$ cat config.mk
export PLATFORM = sky130hd
export DESIGN_NAME = alu_cmd_sequencer_flat
export DESIGN_NICKNAME = d
export VERILOG_FILES = /design/src/rtl/alu_cmd_sequencer_if.sv /design/src/rtl/alu_cmd_sequencer.sv /design/src/flat_wrapper.sv
export SDC_FILE = /design/constraint.sdc
export NUM_CORES = 1
export LEC_CHECK = 0
export BUFFER_PORTS_ARGS = -buffer_cell sky130_fd_sc_hd__clkbuf_2
export CAP_MARGIN = 20
export CELL_PAD_IN_SITES_DETAIL_PLACEMENT = 1
export CELL_PAD_IN_SITES_GLOBAL_PLACEMENT = 2
export CORE_MARGIN = 1
export CORE_UTILIZATION = 42
export CTS_BUF_LIST = sky130_fd_sc_hd__clkbuf_8
export CTS_CLUSTER_DIAMETER = 120
export DETAILED_ROUTE_END_ITERATION = 16
export GPL_ROUTABILITY_DRIVEN = 0
export HOLD_SLACK_MARGIN = 0.15
export PLACE_DENSITY_LB_ADDON = 0.3
export REMOVE_ABC_BUFFERS = 1
export SYNTH_ARGS = -nofsm -noshare
export SYNTH_HDL_FRONTEND = slang
export SYNTH_SLANG_ARGS = --single-unit
$ cat constraint.sdc
create_clock -name clk -period 2.89 [get_ports clk]
set_input_delay 0.578 -clock clk [delete_from_list [all_inputs] [get_ports clk]]
set_output_delay 0.578 -clock clk [all_outputs]
set_load 0.01 [all_outputs]
$ cat src/rtl/alu_cmd_sequencer_if.sv
// Bundles the command, ALU and response signals of the ALU command sequencer.
// "slave" is the sequencer's view; "master" is the side that issues commands,
// models the ALU and consumes responses.
interface alu_cmd_sequencer_if #(
  parameter int FIFO_DEPTH = 4
);
  // Command side
  logic                          cmd_valid;
  logic                          cmd_ready;
  logic [7:0]                    cmd_x;
  logic [7:0]                    cmd_y;
  logic [2:0]                    cmd_op;
  logic [3:0]                    cmd_tag;
  // ALU side
  logic [7:0]                    alu_x;
  logic [7:0]                    alu_y;
  logic [2:0]                    alu_op;
  logic                          alu_begin;
  logic                          alu_end;
  logic [15:0]                   alu_out;
  // Response side
  logic                          rsp_valid;
  logic                          rsp_ready;
  logic [15:0]                   rsp_data;
  logic [3:0]                    rsp_tag;
  logic [2:0]                    rsp_op;
  logic                          rsp_timeout;
  // Status
  logic                          busy;
  logic [$clog2(FIFO_DEPTH):0]   fifo_count;

  modport slave (
    input  cmd_valid, cmd_x, cmd_y, cmd_op, cmd_tag,
    output cmd_ready,
    output alu_x, alu_y, alu_op, alu_begin,
    input  alu_end, alu_out,
    output rsp_valid, rsp_data, rsp_tag, rsp_op, rsp_timeout,
    input  rsp_ready,
    output busy, fifo_count
  );

  modport master (
    output cmd_valid, cmd_x, cmd_y, cmd_op, cmd_tag,
    input  cmd_ready,
    input  alu_x, alu_y, alu_op, alu_begin,
    output alu_end, alu_out,
    input  rsp_valid, rsp_data, rsp_tag, rsp_op, rsp_timeout,
    output rsp_ready,
    input  busy, fifo_count
  );
endinterface

$ cat src/rtl/alu_cmd_sequencer.sv
// Command FIFO plus issue/wait/settle/respond sequencer for the multi-cycle
// 8-bit ALU, with a watchdog that turns a hung operation into a timeout response.
module alu_cmd_sequencer #(
  parameter int FIFO_DEPTH     = 4,
  parameter int TIMEOUT_CYCLES = 64
) (
  input  logic                clk,
  input  logic                reset,
  alu_cmd_sequencer_if.slave  io
);

  localparam int PTR_W = $clog2(FIFO_DEPTH);
  localparam int CNT_W = PTR_W + 1;
  localparam int WD_W  = $clog2(TIMEOUT_CYCLES + 1);

  typedef struct packed {
    logic [7:0] x;
    logic [7:0] y;
    logic [2:0] op;
    logic [3:0] tag;
  } cmd_t;

  typedef enum logic [2:0] {
    S_IDLE,
    S_ISSUE,
    S_WAIT,
    S_SETTLE,
    S_RESP
  } state_t;

  cmd_t             fifo_mem [FIFO_DEPTH];
  cmd_t             cmd_in;
  logic [PTR_W-1:0] wr_ptr_q, wr_ptr_d;
  logic [PTR_W-1:0] rd_ptr_q, rd_ptr_d;
  logic [CNT_W-1:0] count_q, count_d;
  state_t           state_q, state_d;
  cmd_t             opnd_q, opnd_d;
  logic [WD_W-1:0]  wd_q, wd_d;
  logic [WD_W-1:0]  wd_inc;
  logic [15:0]      rsp_data_q, rsp_data_d;
  logic [3:0]       rsp_tag_q, rsp_tag_d;
  logic [2:0]       rsp_op_q, rsp_op_d;
  logic             rsp_timeout_q, rsp_timeout_d;
  logic             full;
  logic             push;
  logic             pop;

  assign cmd_in = '{x: io.cmd_x, y: io.cmd_y, op: io.cmd_op, tag: io.cmd_tag};
  assign full   = (count_q == CNT_W'(FIFO_DEPTH));
  assign push   = io.cmd_valid && !full;
  // The only consumer of the FIFO is the FSM leaving IDLE.
  assign pop    = (state_q == S_IDLE) && (count_q != '0);
  assign wd_inc = wd_q + WD_W'(1);

  // FIFO pointer and occupancy update; pointers wrap naturally at the power-of-two depth.
  always_comb begin
    // NOTE: combinational blocks use blocking '=' and give every output a default
    // first, so no path leaves a signal unassigned and no latch is inferred.
    wr_ptr_d = wr_ptr_q + PTR_W'(push);
    rd_ptr_d = rd_ptr_q + PTR_W'(pop);
    count_d  = count_q;
    unique case ({push, pop})
      2'b10:   count_d = count_q + CNT_W'(1);
      2'b01:   count_d = count_q - CNT_W'(1);
      default: count_d = count_q;
    endcase
  end

  // FIFO storage write.
  always_ff @(posedge clk) begin
    // NOTE: the storage array has no reset; occupancy and pointers are reset, so
    // stale entries are never read and the array can map onto plain RAM cells.
    if (push) fifo_mem[wr_ptr_q] <= cmd_in;
  end

  // Sequencer next-state: pop, issue, wait with watchdog, settle, respond.
  always_comb begin
    state_d       = state_q;
    opnd_d        = opnd_q;
    wd_d          = wd_q;
    rsp_data_d    = rsp_data_q;
    rsp_tag_d     = rsp_tag_q;
    rsp_op_d      = rsp_op_q;
    rsp_timeout_d = rsp_timeout_q;
    unique case (state_q)
      S_IDLE: begin
        if (count_q != '0) begin
          opnd_d  = fifo_mem[rd_ptr_q];
          state_d = S_ISSUE;
        end
      end
      S_ISSUE: begin
        wd_d    = '0;
        state_d = S_WAIT;
      end
      S_WAIT: begin
        wd_d = wd_inc;
        // A real END always beats a watchdog expiry in the same cycle.
        if (io.alu_end) begin
          state_d = S_SETTLE;
        end else if (wd_inc == WD_W'(TIMEOUT_CYCLES)) begin
          rsp_data_d    = '0;
          rsp_tag_d     = opnd_q.tag;
          rsp_op_d      = opnd_q.op;
          rsp_timeout_d = 1'b1;
          state_d       = S_RESP;
        end
      end
      S_SETTLE: begin
        // The ALU output latches are only trusted one cycle after END.
        rsp_data_d    = io.alu_out;
        rsp_tag_d     = opnd_q.tag;
        rsp_op_d      = opnd_q.op;
        rsp_timeout_d = 1'b0;
        state_d       = S_RESP;
      end
      S_RESP: begin
        if (io.rsp_ready) state_d = S_IDLE;
      end
      default: state_d = S_IDLE;
    endcase
  end

  // State register for FIFO control, FSM, operands, watchdog and response.
  always_ff @(posedge clk or posedge reset) begin
    // NOTE: sequential blocks use non-blocking '<=' so every flop samples the
    // pre-edge value of its neighbours, matching the hardware.
    if (reset) begin
      wr_ptr_q      <= '0;
      rd_ptr_q      <= '0;
      count_q       <= '0;
      state_q       <= S_IDLE;
      opnd_q        <= '0;
      wd_q          <= '0;
      rsp_data_q    <= '0;
      rsp_tag_q     <= '0;
      rsp_op_q      <= '0;
      rsp_timeout_q <= 1'b0;
    end else begin
      wr_ptr_q      <= wr_ptr_d;
      rd_ptr_q      <= rd_ptr_d;
      count_q       <= count_d;
      state_q       <= state_d;
      opnd_q        <= opnd_d;
      wd_q          <= wd_d;
      rsp_data_q    <= rsp_data_d;
      rsp_tag_q     <= rsp_tag_d;
      rsp_op_q      <= rsp_op_d;
      rsp_timeout_q <= rsp_timeout_d;
    end
  end

  // Output decode: ALU operands only while an operation is in flight.
  always_comb begin
    io.alu_x = '0;
    io.alu_y = '0;
    io.alu_op = '0;
    if ((state_q == S_ISSUE) || (state_q == S_WAIT) || (state_q == S_SETTLE)) begin
      io.alu_x  = opnd_q.x;
      io.alu_y  = opnd_q.y;
      io.alu_op = opnd_q.op;
    end
    io.alu_begin   = (state_q == S_ISSUE);
    io.cmd_ready   = !full;
    io.rsp_valid   = (state_q == S_RESP);
    io.rsp_data    = rsp_data_q;
    io.rsp_tag     = rsp_tag_q;
    io.rsp_op      = rsp_op_q;
    io.rsp_timeout = rsp_timeout_q;
    io.busy        = (state_q != S_IDLE) || (count_q != '0);
    io.fifo_count  = count_q;
  end

endmodule

$ cat src/flat_wrapper.sv
// flat-port wrapper written by rule: the top's interface ports become plain ports
module alu_cmd_sequencer_flat 
#(
  parameter int FIFO_DEPTH     = 4,
  parameter int TIMEOUT_CYCLES = 64
)
  (clk, reset, io_cmd_valid, io_cmd_x, io_cmd_y, io_cmd_op, io_cmd_tag, io_cmd_ready, io_alu_x, io_alu_y, io_alu_op, io_alu_begin, io_alu_end, io_alu_out, io_rsp_valid, io_rsp_data, io_rsp_tag, io_rsp_op, io_rsp_timeout, io_rsp_ready, io_busy, io_fifo_count);
  alu_cmd_sequencer_if #(.FIFO_DEPTH(FIFO_DEPTH)) io_i ();
  input  logic clk;
  input  logic reset;
  input wire logic [$bits(io_i.cmd_valid)-1:0] io_cmd_valid;
  input wire logic [$bits(io_i.cmd_x)-1:0] io_cmd_x;
  input wire logic [$bits(io_i.cmd_y)-1:0] io_cmd_y;
  input wire logic [$bits(io_i.cmd_op)-1:0] io_cmd_op;
  input wire logic [$bits(io_i.cmd_tag)-1:0] io_cmd_tag;
  output wire logic [$bits(io_i.cmd_ready)-1:0] io_cmd_ready;
  output wire logic [$bits(io_i.alu_x)-1:0] io_alu_x;
  output wire logic [$bits(io_i.alu_y)-1:0] io_alu_y;
  output wire logic [$bits(io_i.alu_op)-1:0] io_alu_op;
  output wire logic [$bits(io_i.alu_begin)-1:0] io_alu_begin;
  input wire logic [$bits(io_i.alu_end)-1:0] io_alu_end;
  input wire logic [$bits(io_i.alu_out)-1:0] io_alu_out;
  output wire logic [$bits(io_i.rsp_valid)-1:0] io_rsp_valid;
  output wire logic [$bits(io_i.rsp_data)-1:0] io_rsp_data;
  output wire logic [$bits(io_i.rsp_tag)-1:0] io_rsp_tag;
  output wire logic [$bits(io_i.rsp_op)-1:0] io_rsp_op;
  output wire logic [$bits(io_i.rsp_timeout)-1:0] io_rsp_timeout;
  input wire logic [$bits(io_i.rsp_ready)-1:0] io_rsp_ready;
  output wire logic [$bits(io_i.busy)-1:0] io_busy;
  output wire logic [$bits(io_i.fifo_count)-1:0] io_fifo_count;
  assign io_i.cmd_valid = io_cmd_valid;
  assign io_i.cmd_x = io_cmd_x;
  assign io_i.cmd_y = io_cmd_y;
  assign io_i.cmd_op = io_cmd_op;
  assign io_i.cmd_tag = io_cmd_tag;
  assign io_cmd_ready = io_i.cmd_ready;
  assign io_alu_x = io_i.alu_x;
  assign io_alu_y = io_i.alu_y;
  assign io_alu_op = io_i.alu_op;
  assign io_alu_begin = io_i.alu_begin;
  assign io_i.alu_end = io_alu_end;
  assign io_i.alu_out = io_alu_out;
  assign io_rsp_valid = io_i.rsp_valid;
  assign io_rsp_data = io_i.rsp_data;
  assign io_rsp_tag = io_i.rsp_tag;
  assign io_rsp_op = io_i.rsp_op;
  assign io_rsp_timeout = io_i.rsp_timeout;
  assign io_i.rsp_ready = io_rsp_ready;
  assign io_busy = io_i.busy;
  assign io_fifo_count = io_i.fifo_count;
  alu_cmd_sequencer #(.FIFO_DEPTH(FIFO_DEPTH), .TIMEOUT_CYCLES(TIMEOUT_CYCLES)) u_core (.clk(clk), .reset(reset), .io(io_i));
endmodule
Word level (Yosys, flattened, before mapping)
Memory sizes are Yosys's and may differ from the RTL's. A register that Yosys moved wholly into a read port is not among the register bits.
Cells that the tools add are included.
Word-level totals
  flip-flop bits (word level): 41
  bits in writable memories: 92
  bits of input ports: 44
  output and inout bits: 50
  memories: 1
Cells by class
  add/subtract/negate cells: 5
  eq/ne operators: 13
  mux-type cells: 24
  reduce and logical (&&, ||, !) cells: 15
Memory list
  u_core.fifo_mem: words 4, width 23, read ports 1, clocked after memory_dff 1, write ports 1, RTL line alu_cmd_sequencer.sv:31  | cmd_t fifo_mem [FIFO_DEPTH];
Operator list (count)
  2-to-1 mux 16 bit: 2
  case mux 16 bit (2 select lines): 1
  2-to-1 mux 3 bit: 7
  2-to-1 mux 8 bit: 2
  case mux 3 bit (5 select lines): 1
  case mux 7 bit (2 select lines): 1
  case mux 3 bit (2 select lines): 2
  2-to-1 mux 4 bit: 2
  case mux 4 bit (2 select lines): 1
  adder 7 x 1 -> 7 bit, second input constant: 1
  == test 7 bit, second input constant: 1
  == test 3 x 2 -> 1 bit, second input constant: 2
  == test 3 bit, second input constant: 2
  AND reduction 3 bit: 2
  nonzero test 2 bit: 3
  nonzero test 3 bit: 2
  adder 2 x 1 -> 2 bit: 2
  2-to-1 mux 1 bit: 4
  inequality test 2 x 1 -> 1 bit, second input constant: 2
  inequality test 2 bit, second input constant: 2
  adder 3 x 1 -> 3 bit, second input constant: 1
  == test 3 x 1 -> 1 bit, second input constant: 1
  zero test 3 bit: 1
  logical OR 1 bit: 3
  8 further kinds: 9

Depth between registers and ports, before layout
  word-level depth: 5
  mapped depth: 11
  mapped depth without buffers: 9

Least setup slack after synthesis
OpenSTA, ideal clock, no wires.
  path type: reg2reg
  from: register u_core.count_q[0] (netlist: u_core.io.fifo_count[0])
  to: memory u_core.fifo_mem[0][0] (netlist bit) (enable)
  arrival time: 2.331 ns
  data required time: 2.458 ns
  setup slack: 0.127 ns
  stages on the path, launching flop included: 5
  clock period less this slack: 2.763 ns
  cells stage by stage: dfrtp_1 -> nor2_1 -> nand2_1 -> nand2_1 -> nor3_1
Between the ends
  word-level cells in the longest chain between the ends: 5
Ends and longest elaborated chain
  start: declaration: RTL line alu_cmd_sequencer.sv:35  | logic [CNT_W-1:0] count_q, count_d;
  start signal: assignment: RTL line alu_cmd_sequencer.sv:142  | count_q <= count_d;
  == test 3 bit: RTL line alu_cmd_sequencer.sv:49  | assign full = (count_q == CNT_W'(FIFO_DEPTH));
  zero test 1 bit
  named net io_cmd_ready: RTL line flat_wrapper.sv:16  | output wire logic [$bits(io_i.cmd_ready)-1:0] io_cmd_ready;
  logical AND 1 bit: RTL line alu_cmd_sequencer.sv:50  | assign push = io.cmd_valid && !full;
  2-to-1 mux 1 bit: RTL line alu_cmd_sequencer.sv:73  | if (push) fifo_mem[wr_ptr_q] <= cmd_in;
  2-to-1 mux 1 bit (not written as such): RTL line alu_cmd_sequencer.sv:73
  end: declaration: RTL line alu_cmd_sequencer.sv:31
The timed path passes the listed nets, and every way through them passes these cells.

Final worst setup path
  from: register u_core.state_q[0]
  to: output port io_alu_op[0]
Between the ends
  word-level cells in the longest chain between the ends: 4
  elaborated cells on any way between the ends: 6
  those cells by class: eq/ne: 3; mux: 1; reduce/logical: 2
Ends and longest elaborated chain
  start: declaration: RTL line alu_cmd_sequencer.sv:36  | state_t state_q, state_d;
  start signal: assignment: RTL line alu_cmd_sequencer.sv:143  | state_q <= state_d;
  == test 3 x 1 -> 1 bit or == test 3 x 2 -> 1 bit (tied branches): RTL line alu_cmd_sequencer.sv:158  | if ((state_q == S_ISSUE) || (state_q == S_WAIT) || (state_q == S_SETTLE)) begin
  logical OR 1 bit: RTL line alu_cmd_sequencer.sv:158
  logical OR 1 bit (*): RTL line alu_cmd_sequencer.sv:158
  2-to-1 mux 3 bit (*): RTL line alu_cmd_sequencer.sv:158
  end: declaration: RTL line flat_wrapper.sv:19  | output wire logic [$bits(io_i.alu_op)-1:0] io_alu_op;
Every way passes the cells marked *; elsewhere a longest branch is shown, timed or not.

==> results.ini <==
[status]
status=completed

[logic_synthesis]
yosysMostFrequentCell=edfxtp_1
synth_area_leaders=edfxtp_1 42%, dfrtp_1 24%, mux4_2 7.9%
ys_seq_area_share_pct=66.5
async_flop_share_pct=41.0
ys_top_cells_by_count=92 x edfxtp_1, 64 x dfrtp_1, 26 x o21ai_0, 25 x nand2_1
postSynthCellCount=441
syn-cell-area_mm2=0.00656
ys_ff_latch=156
synth_edf_count=92
ys_types=43
synthFlopType=edfxtp_1
synth_top_area_share_pct=42.1
ys_warn_count=0
yosys.area.top_type=edfxtp_1
synth.avg_cell_area_um2=14.9

[worst_hold_path]
hp-class=input pin to async pin

[sta]
post-route-min-period_ns=2.64
worst_slew_pin_slew_ns=1.05
fin_skew_ns=0.0158
timing.final.crit_share_pct=91.2
relSlewSlack_pct=30.2
fin_tns_setup_ns=0
max_freq_mhz=379
setup_viol=0
rsz0062_at_grt=false
hold_ws_ns=0.247
finalMaxSlewViolations=0
hold_violations=0

[drt]
vias_per_cell=5.47
drc=0
drt_iter0_drc=211
drt_pass1_iterations=6
finalWirelength_um=14200
antenna_left=0
wire_per_inst_um=19.3
vias=4042

[placement]
dp_hpwl_um=8940
port_buffers=93

[floorplanning]
die_height_um=127
dieWidth_um=127
pin_count=94
core_mm2=0.0152
start_util_pct=43.2
num_rows=45
design.die.area_mm2=0.0161

[cts]
postCtsSetupRepairBufs=0
cts_max_level=4
ctsHoldBuffers=0
clk_pin_slew_ns=0.08
ctsResizeCount=0
root_buffer=clkbuf_8
clk_path_buf_depth=2
cts_tree=yes
clk_latency_ns=0.45
cts.sinks=156
cts_buffers=17

[worst_setup_path]
cp-startpoint=u_core.state_q[0]$_DFFE_PP0P_
reg2reg_from=u_core.wd_q[0]$_DFFE_PP0P_
path_max_fanout=48
cp.arrival_ns=2.06
worstSetupStartpointType=register
critPathKind=register to output pin
critPathRequiredTime_ns=2.31
end_kind=output pin

[cells_and_area]
area_delta_synth_final_pct=16.7
diodes=0
regArea_mm2=0.00437
drive_above_1_share_pct=34.1
nets=587
fillers=1527
multi_input_area_mm2=0.00205

[global_routing]
grt_pass1_vias=4421
antenna_found_initial=0
grt_max_degree=49
grt_usage_pct=19.3
overflow=0
grt_pass1_wl_um=23100

[power]
p_leak_nw=3.01
power.density_mw_per_mm2=1080
peakVddDrop_mv=0.468

[job]
drv_cap=0

==> placed cells by master (no fill, tap or decap), drive strengths merged, types with 18 or more instances in the layout <==
cell and count:
mux2 23, o21ai 26, dfrtp 64, and2 21, a22oi 18, clkbuf 112, nand2b 18, edfxtp 92
mux4 23, nand2 25
==> sequential cells by signal (all words and copies together), names as in the netlist <==
signal                 flops
u_core.opnd_q             23
u_core.rd_ptr_q            2
u_core.io.rsp_tag          4
u_core.io.rsp_timeout      1
u_core.io.fifo_count       3
u_core.fifo_mem           92
u_core.wr_ptr_q            2
u_core.io.rsp_data        16
u_core.io.rsp_op           3
u_core.state_q             3
u_core.wd_q                7
==> cell families (layout without fill, tap and decap cells) <==
kind of cell             after synthesis  after routing  synth area share [%]
AO/OA/AOI/OAI                         66             66                  6.62
XOR/XNOR                               6              6                 0.801
adder cells (fa/ha/maj)                5              5                  1.07
buffers and inverters                 37            147                  2.36
flip-flops                           156            156                  66.5
multiplexers                          47             47                  12.0
AND/OR/NAND/NOR                      124            124                  10.7
==> metal layers <==
layer  share of wire (%)  vias to the layer above  global-route usage [%]
li1                    -                     1865                       -
met1                  43                     2074                    22.7
met2                  52                       89                    34.2
met3                 3.6                       14                    4.44
met4                 1.2                        0                    7.98
met5                   0                        -                       0
==> where the power goes <==
| group | total (mW) | switching [mW] | leakage [nW] | internal [mW] |
|---|---|---|---|---|
| Combinational | 3.26 | 1.73 | 1.24 | 1.53 |
| Clock | 1.59 | 0.787 | 0.206 | 0.805 |
| Sequential | 3.44 | 0.386 | 1.57 | 3.06 |
| Total | 8.30 | 2.90 | 3.01 | 5.40 |
==> worst max-delay path, stage by stage (launching register included) <==
cell and delay [ns]:
dfrtp_1 0.34, buf_4 0.41, nor2_1 0.15, nor2_1 0.11, buf_4 0.26, and2_1 0.20
clkbuf_2 0.14
==> through the flow <==
stage                     cell area [um2]  cells  worst slack, ns  utilization (%)  power [mW]
final                                7660    739            0.255             50.4        8.30
after global routing                 7660    739           0.0844             50.4        8.87
after CTS                            7660    739            0.192             50.4        8.43
after detailed placement             7270    707            0.497             47.8        6.82
after global placement               7270    707            0.626             47.8        6.65
after floorplan                      6440    414          0.00918                -        5.57
==> layout make-up <==
class | count | area share, %
Sequential cell | 156 | 57.0
Clock inverter | 13 | 1.67
Inverter | 10 | 0.490
Timing Repair Buffer | 105 | 7.58
Tap cell | 188 | 3.07
Clock buffer | 19 | 3.41
Multi-Input combinational cell | 248 | 26.8
==> worst paths after layout <==
kind	endpoint	slack, ns	cells past startpoint
max in group asynchronous	u_core.rd_ptr_q[0]$_DFF_PP0_	1.96	3
hold reg to reg	u_core.opnd_q[17]$_DFFE_PP0P_	0.50	1
hold / removal	u_core.io.rsp_data[12]$_DFFE_PP0P_	0.25	2
min in group clk	u_core.fifo_mem[1][18]$_DFFE_PP_	0.34	1
setup reg to reg	u_core.io.rsp_data[6]$_DFFE_PP0P_	0.50	5
setup / recovery	io_alu_op[0]	0.25	6
(Power assumes the default switching activity.)
